### src/rtl/mem_arbiter.sv
// Single-port memory arbiter: sequences one fetch or data access at a time against a
// fixed-latency memory, favouring data accesses while bounding fetch starvation.
module mem_arbiter #(
    parameter int MEM_LAT    = 2,
    parameter int STARVE_LIM = 4
) (
    input  logic        clk,
    input  logic        reset,
    input  logic        if_req,
    input  logic [31:0] if_addr,
    input  logic        if_flush,
    output logic        if_ready,
    output logic [31:0] if_rdata,
    input  logic        dm_req,
    input  logic        dm_we,
    input  logic [31:0] dm_addr,
    input  logic [31:0] dm_wdata,
    output logic        dm_ready,
    output logic [31:0] dm_rdata,
    output logic        mem_en,
    output logic        mem_we,
    output logic [31:0] mem_addr,
    output logic [31:0] mem_wdata,
    input  logic [31:0] mem_rdata,
    output logic        busy
);
    localparam int LAT_W    = $clog2(MEM_LAT + 1);
    localparam int STREAK_W = $clog2(STARVE_LIM + 1);
    localparam logic [LAT_W-1:0]    LAT_LOAD   = LAT_W'(MEM_LAT);
    localparam logic [LAT_W-1:0]    LAT_LAST   = LAT_W'(1'b1);
    localparam logic [STREAK_W-1:0] STREAK_MAX = STREAK_W'(STARVE_LIM);

    typedef enum logic [1:0] {
        IDLE  = 2'd0,
        ISSUE = 2'd1,
        WAIT  = 2'd2,
        DONE  = 2'd3
    } state_t;

    state_t              state_r;
    logic                owner_dm_r;
    logic                we_r;
    logic                cancel_r;
    logic [LAT_W-1:0]    lat_cnt_r;
    logic [STREAK_W-1:0] streak_r;
    logic                if_ready_r;
    logic                dm_ready_r;
    logic [31:0]         if_rdata_r;
    logic [31:0]         dm_rdata_r;
    logic                mem_en_r;
    logic                mem_we_r;
    logic [31:0]         mem_addr_r;
    logic [31:0]         mem_wdata_r;
    logic                busy_r;

    logic                grant_if_s;
    logic                grant_dm_s;
    logic                cancel_now_s;

    assign if_ready  = if_ready_r;
    assign if_rdata  = if_rdata_r;
    assign dm_ready  = dm_ready_r;
    assign dm_rdata  = dm_rdata_r;
    assign mem_en    = mem_en_r;
    assign mem_we    = mem_we_r;
    assign mem_addr  = mem_addr_r;
    assign mem_wdata = mem_wdata_r;
    assign busy      = busy_r;

    // Grant decision in IDLE and cancel status including a flush arriving this cycle
    always_comb begin
        grant_if_s   = 1'b0;
        grant_dm_s   = 1'b0;
        cancel_now_s = cancel_r | (if_flush & ~owner_dm_r);
        if (state_r == IDLE) begin
            // A flushed fetch is never granted, even when it has priority from starvation
            grant_if_s = if_req & ~if_flush & (~dm_req | (streak_r == STREAK_MAX));
            grant_dm_s = dm_req & ~grant_if_s;
        end else begin
            grant_if_s = 1'b0;
            grant_dm_s = 1'b0;
        end
    end

    // Arbitration FSM with registered memory command and requester responses
    always_ff @(posedge clk or posedge reset) begin
        if (reset) begin
            state_r     <= IDLE;
            owner_dm_r  <= 1'b0;
            we_r        <= 1'b0;
            cancel_r    <= 1'b0;
            lat_cnt_r   <= '0;
            streak_r    <= '0;
            if_ready_r  <= 1'b0;
            dm_ready_r  <= 1'b0;
            if_rdata_r  <= 32'h0000_0000;
            dm_rdata_r  <= 32'h0000_0000;
            mem_en_r    <= 1'b0;
            mem_we_r    <= 1'b0;
            mem_addr_r  <= 32'h0000_0000;
            mem_wdata_r <= 32'h0000_0000;
            busy_r      <= 1'b0;
        end else begin
            if_ready_r  <= 1'b0;
            dm_ready_r  <= 1'b0;
            mem_en_r    <= 1'b0;
            mem_we_r    <= 1'b0;
            mem_addr_r  <= 32'h0000_0000;
            mem_wdata_r <= 32'h0000_0000;
            case (state_r)
                IDLE: begin
                    if (grant_if_s || grant_dm_s) begin
                        owner_dm_r  <= grant_dm_s;
                        we_r        <= grant_dm_s & dm_we;
                        mem_en_r    <= 1'b1;
                        mem_we_r    <= grant_dm_s & dm_we;
                        mem_addr_r  <= grant_dm_s ? dm_addr : if_addr;
                        mem_wdata_r <= grant_dm_s ? dm_wdata : 32'h0000_0000;
                        busy_r      <= 1'b1;
                        state_r     <= ISSUE;
                    end else begin
                        state_r <= IDLE;
                    end
                    if (grant_if_s || !if_req) begin
                        streak_r <= '0;
                    end else if (grant_dm_s && (streak_r != STREAK_MAX)) begin
                        streak_r <= streak_r + 1'b1;
                    end else begin
                        streak_r <= streak_r;
                    end
                end
                ISSUE: begin
                    cancel_r  <= cancel_now_s;
                    lat_cnt_r <= LAT_LOAD;
                    state_r   <= WAIT;
                end
                WAIT: begin
                    cancel_r <= cancel_now_s;
                    if (lat_cnt_r == LAT_LAST) begin
                        lat_cnt_r <= '0;
                        state_r   <= DONE;
                        if (owner_dm_r) begin
                            dm_ready_r <= 1'b1;
                            if (!we_r) begin
                                dm_rdata_r <= mem_rdata;
                            end else begin
                                dm_rdata_r <= dm_rdata_r;
                            end
                        end else if (!cancel_now_s) begin
                            if_ready_r <= 1'b1;
                            if_rdata_r <= mem_rdata;
                        end else begin
                            if_rdata_r <= if_rdata_r;
                        end
                    end else begin
                        lat_cnt_r <= lat_cnt_r - 1'b1;
                    end
                end
                DONE: begin
                    cancel_r <= 1'b0;
                    busy_r   <= 1'b0;
                    state_r  <= IDLE;
                end
                default: begin
                    cancel_r <= 1'b0;
                    busy_r   <= 1'b0;
                    state_r  <= IDLE;
                end
            endcase
        end
    end
endmodule

### config.mk
export PLATFORM = sky130hd
export DESIGN_NAME = mem_arbiter
export DESIGN_NICKNAME = d
export VERILOG_FILES = /design/src/rtl/mem_arbiter.sv
export SDC_FILE = /design/constraint.sdc
export NUM_CORES = 1
export LEC_CHECK = 0
export CORE_UTILIZATION = 43
export DETAILED_ROUTE_END_ITERATION = 10
export GPL_TIMING_DRIVEN = 0
export MAX_ROUTING_LAYER = met4
export PLACE_DENSITY_LB_ADDON = 0.2
export SLEW_MARGIN = 0
export SYNTH_ARGS = -nofsm -noshare
export SYNTH_HDL_FRONTEND = slang
export SYNTH_SLANG_ARGS = --single-unit
### constraint.sdc
create_clock -name clk -period 11.7 [get_ports clk]
set_clock_uncertainty 0.1 [all_clocks]
set_input_delay 2.34 -clock clk [delete_from_list [all_inputs] [get_ports clk]]
set_output_delay 2.34 -clock clk [all_outputs]
set_load 0.005 [all_outputs]
==> impl_metrics.ini, run 1 <==
[global_routing]
grt_overflow = 0
grt_pass1_vias = 4166
grt_usage_pct = 23.6
grt_pass1_wl_mm = 22.1
grt_max_degree = 92
grt_antenna_before_repair = 0

[power_and_ir_drop]
p_sw_share_pct = 26.1
p_int_mw = 1.39
combPwrFrac_pct = 32.4
leakagePower_nw = 3.92
share_seq_of_total_power_pct = 38.0
finalPower_mw = 1.88
p_clk_share_pct = 29.6
ir_drop_mv = 0.114
p_switching_mw = 0.491
power_density_mw_per_mm2 = 213

[clocking]
cts_tree = yes
path_clk_slew_ns = 0.06
worst_skew_pair.late_latency_ns = 0.41
cts.sinks = 143
cts_buffer_depth = 2
cts_resized = 0
ctsHtreeMaxLevel = 4
post-cts-setup-buffer-count = 0
cts_inserted_buffers = 17
hold_buffers = 0
cts_root_buf = clkbuf_16

[final_layout]
design_area_mm2 = 0.00885
final-instance-count-excl-fill = 821
fill_cells = 812
fin_util_pct = 73.4
drive_gt1_share_pct = 17.6
insertedDiodeCount = 0
syn_to_final_growth_pct = 65.9
fin_nets = 781

[routing]
drt_iter0_drc = 216
viasPerCell = 4.79
top_layer = met4
wl_met2_mm = 7.71
final_antenna_net_count = 0
wl_mm = 14.4
wl_met1_mm = 5.62
num_vias = 3934
detail_route.wl_per_cell_um = 17.5
drc = 0
drt_pass1_iterations = 4
met3WireLength_um = 750

[timing]
max_slew_margin_pct = 63.1
setup_viol = 0
fin_crit_sh_pct = 33.4
rsz0062_at_grt = false
fmax_ghz = 0.256
setup_tns_ns = 0
min_period_ns = 3.91
tightest_slew_ns = 0.549
hold_viol_final = 0
slew_violations = 0
worst_slack_ns = 7.79
hold_ws_ns = 0.383

[floorplan]
die_w_um = 113
start_util_pct = 44.2
ios = 267
die_y_um = 113
rows = 40
core_area_mm2 = 0.0121
dieArea_mm2 = 0.0129

[yosys]
yosysSeqAreaShare_pct = 67.1
synth_edf_count = 0
yosysTopAreaCellShare_pct = 67.1
ys_types = 29
yosysTopAreaCell = dfrtp_1
ys_async_sr_fraction_pct = 100
synth_area_mm2 = 0.00534
ys_seq_elements = 143
synth_nets = 495
syn_avg_cell_area_um2 = 15.1
yosysWarnings = 0
synthCells = 354
ys_top_cells_by_area = dfrtp_1 (67%), mux2_2 (13%), a22o_1 (5.6%), and2_1 (4.0%), ha_1 (1.6%)
synthFlopType = dfrtp_1

[critical_path]
ff2ff_setup_slack_ns = 9.58
endpoint_kind = register
r2r-start = state_r[0]
ff2ff_path_depth = 6
r2r-end = if_rdata[8]
path_class = in2reg
critical_path_arrival_ns = 4.10
critPathLaunchType = input port
cp.required_ns = 11.89
critPathMaxFanout = 10

[placement]
place_congestion = 0.764
portBuffers = 266
dpl-instance-area_mm2 = 0.00824
hpwl_mm = 10.7
pre_cts_ws_ns = 7.37
place_inst = 789

[status]
outcome = finished clean

[hold_path]
min-delay-start = if_rdata[28]
hold_end = if_rdata[28]
holdPathStages = 1
min_path_type = reg2reg

[flow_run]
maxCapViolations = 0
-- critical path: stages --
cell and delay, ns:
clkdlybuf4s50_1 0.56, nor4_4 0.61, buf_6 0.24, mux2_2 0.35
-- synthesized netlist by cell type, drive strengths merged (2+ instances only) --
library cell / instances
o21ai: 6
a22o: 34
ha: 7
inv: 11
dfrtp: 143
buf: 16
nand3: 2
clkbuf: 3
and2: 34
nor2b: 2
and3: 2
nand2b: 5
mux2: 65
nor2: 4
nand2: 8
a21oi: 3
-- how the worst max path moves through the flow --
stage / depth (start not counted) / startpoint / slack (ns) / end
6_report: 4 / if_flush / 7.79 / if_rdata[8]
2_1_floorplan: 1 / reset / 5.42 / busy
3_3_place_gp: 2 / reset / 3.67 / if_rdata[24]
3_5_place_dp: 4 / if_flush / 7.37 / if_rdata[24]
5_1_grt: 4 / if_flush / 7.73 / if_rdata[25]
4_1_cts: 4 / if_flush / 7.77 / if_rdata[25]
-- layout make-up --
| class | count | area (um2) | area share (%) |
|---|---|---|---|
| clock inverter | 12 | 156 | 1.77 |
| sequential | 143 | 3580 | 40.4 |
| inverter | 11 | 46.3 | 0.523 |
| multi-input combinational | 181 | 1570 | 17.8 |
| tap | 168 | 210 | 2.37 |
| clock buffer | 20 | 457 | 5.16 |
| timing repair buffer | 267 | 2690 | 30.4 |
| buffer | 19 | 141 | 1.60 |
-- state kept, by name (all words and copies together), names as in the netlist --
name / cells
dm_rdata: 32
if_rdata: 32
mem_addr: 32
mem_wdata: 32
streak_r: 3
lat_cnt_r: 2
state_r: 2
busy: 1
cancel_r: 1
dm_ready: 1
if_ready: 1
mem_en: 1
mem_we: 1
owner_dm_r: 1
we_r: 1
-- layout by cell type (no fill, tap or decap), types with 4 or more instances in the layout --
cell	netlist	layout
nand2b_1	5	5
ha_1	7	7
mux2_1	5	5
buf_2	8	8
o21ai_0	6	6
inv_1	11	10
and2_1	34	34
clkbuf_16	0	17
nor2_1	4	4
mux2_2	60	60
inv_6	0	4
clkdlybuf4s50_1	0	266
a22o_1	34	34
dfrtp_1	143	143
buf_6	7	7
nand2_1	8	8
clkinvlp_4	0	4
-- metal layers --
layer | global-route usage (%) | vias to the layer above
li1 | - | 1800
met1 | 26.7 | 1962
met2 | 41.4 | 151
met3 | 5.53 | 21
met4 | 7.63 | 0
met5 | - | -
-- logic make-up after synthesis --
kind of cell / share of synthesized area [%]
mux: 13.9
compound gates: 7.18
simple gates: 6.78
flops: 67.1
buf+inv: 3.42
fa+ha+maj: 1.64
-- power groups by stage --
stage          Combinational [mW]  Clock [mW]  Sequential [mW]
2_1_floorplan               0.216           0            0.731
3_3_place_gp                0.597           0            0.715
3_5_place_dp                0.615           0            0.725
4_1_cts                     0.619       0.563            0.717
5_1_grt                     0.655       0.590            0.734
6_report                    0.610       0.556            0.716
(Power assumes the default switching activity.)
==> run 2, diff against run 1 <==
--- a/config.mk
+++ b/config.mk
@@ -5,7 +5,7 @@
 export SDC_FILE = /design/constraint.sdc
 export NUM_CORES = 1
 export LEC_CHECK = 0
-export CORE_UTILIZATION = 43
+export CORE_UTILIZATION = 40
 export DETAILED_ROUTE_END_ITERATION = 10
 export GPL_TIMING_DRIVEN = 0
 export MAX_ROUTING_LAYER = met4
==> constraint.sdc (replaced) <==
create_clock -name clk -period 3.6 [get_ports clk]
set_clock_uncertainty 0.1 [all_clocks]
set_input_delay 0.72 -clock clk [delete_from_list [all_inputs] [get_ports clk]]
set_output_delay 0.72 -clock clk [all_outputs]
set_load 0.005 [all_outputs]
==> impl_metrics.ini, run 2 (synthesis gave the netlist of run 1 again) <==
[status]
outcome = finished clean

[timing]
slew_violations = 0
tightest_slew_ns = 0.594
worst_slack_ns = 1.27
setup_viol = 0
rsz0062_at_grt = false
max_slew_margin_pct = 60.1
hold_viol_final = 0
fin_crit_sh_pct = 64.9
setup_tns_ns = 0
min_period_ns = 2.33
fmax_ghz = 0.428

[global_routing]
grt_max_degree = 37
grt_antenna_before_repair = 0
grt_pass1_vias = 4092
use_met1_pct = 25.4
grt_overflow = 0
grt_usage_pct = 21.7
grt_pass1_wl_mm = 22.0
grt_use_met2_pct = 36.3
busiest_layer = met2
use_met3_pct = 5.67

[clocking]
post-cts-setup-buffer-count = 0
cts_root_buf = clkbuf_16
cts.sinks = 143
path_clk_slew_ns = 0.06
cts_resized = 0
ctsHtreeMaxLevel = 4
worst_skew_pair.late_latency_ns = 0.41
cts_buffer_depth = 2
cts_inserted_buffers = 17
hold_buffers = 0
cts_tree = yes

[critical_path]
slowest_stage = nor4_4
ff2ff_path_depth = 6
path_class = in2reg
critPathMaxFanout = 10
crit_end = if_rdata[12]
r2r-start = state_r[0]
endpoint_kind = register
critical_path_arrival_ns = 2.53
r2r-end = if_rdata[12]
cp.required_ns = 3.80
path_cells = clkdlybuf4s50_1 > nor4_4 > buf_6 > mux2_2
critPathLaunchType = input port
ff2ff_setup_slack_ns = 1.45
slowest_delay_ns = 0.65
crit_path_start = if_flush

[placement]
hpwl_mm = 10.8
portBuffers = 266
place_congestion = 0.812
dpl-instance-area_mm2 = 0.00830
pre_cts_ws_ns = 0.799

[routing]
drt_iter0_drc = 142
num_vias = 3950
final_antenna_net_count = 0
drt_pass1_iterations = 4
drc = 0
wl_mm = 14.0
detail_route.wl_per_cell_um = 16.9
viasPerCell = 4.77

[final_layout]
final_cell_mix = clkdlybuf4s50_1 (266), dfrtp_1 (143), mux2_2 (60)
multi_input_area_mm2 = 0.00157
drive_gt1_share_pct = 18.1
syn_to_final_growth_pct = 68.2
layout.area.seq_mm2 = 0.00358
insertedDiodeCount = 0
final_common_cell = clkdlybuf4s50_1
fill_cells = 931
fin_nets = 784
design_area_mm2 = 0.00897

[floorplan]
core_area_mm2 = 0.0128
start_util_pct = 41.6
die_y_um = 117
rows = 41
ios = 267
die_w_um = 117
dieArea_mm2 = 0.0138

[power_and_ir_drop]
power_density_mw_per_mm2 = 697
ir_drop_mv = 0.299
leakagePower_nw = 3.98
finalPower_mw = 6.26

[hold_path]
min_path_type = reg2reg

[flow_run]
maxCapViolations = 0
## run 2: cell count changes in the layout (fill, tap and decap cells not counted)
cell and change:
bufinv_16 +2, buf_12 +4, clkbuf_1 -1, buf_16 -1
clkbuf_8 +3, inv_6 -4, clkinvlp_4 -1, clkinv_2 +1
## run 2: metrics by stage
stage	utilization, %	hold slack (ns)	std cells
2_1_floorplan	-	0.357	354
3_3_place_gp	64.1	0.370	792
3_5_place_dp	64.7	0.382	796
4_1_cts	70.0	0.395	828
5_1_grt	70.0	0.414	828
6_report	70.0	0.393	828
## run 2: worst min path at each step
stage,slack (ns),cells past startpoint,end,startpoint
2_1_floorplan,0.36,1,we_r,we_r
3_3_place_gp,0.37,1,if_rdata[27],if_rdata[27]
3_5_place_dp,0.38,1,if_rdata[28],if_rdata[28]
4_1_cts,0.40,1,if_rdata[28],if_rdata[28]
5_1_grt,0.41,1,if_rdata[28],if_rdata[28]
6_report,0.39,1,if_rdata[27],if_rdata[27]
## run 2: metal layers
metal  up-vias  share of wire (%)
li1       1810                  -
met1      1929                 41
met2       182                 51
met3        29                5.8
met4         0                2.2
met5         -                  0
## run 2: layout make-up
type / instances / area share, %
inverters: 11 / 0.502
well taps: 172 / 2.40
clock inverters: 10 / 2.01
plain buffers: 19 / 1.58
repair buffers: 270 / 30.6
multi-input cells: 181 / 17.5
clock buffers: 22 / 5.51
flip-flops and latches: 143 / 39.9
## run 2: critical path, delay by kind of cell
family / cells / cell delay, ns
buffers and inverters: 2 / 0.82
and+or+nand+nor: 1 / 0.65
muxes: 1 / 0.35
## run 2: report_power, final
group	internal, mW	switching (mW)	total (mW)
sequential	2.10	0.225	2.32
clock	1.32	0.640	1.96
combinational	1.30	0.678	1.97
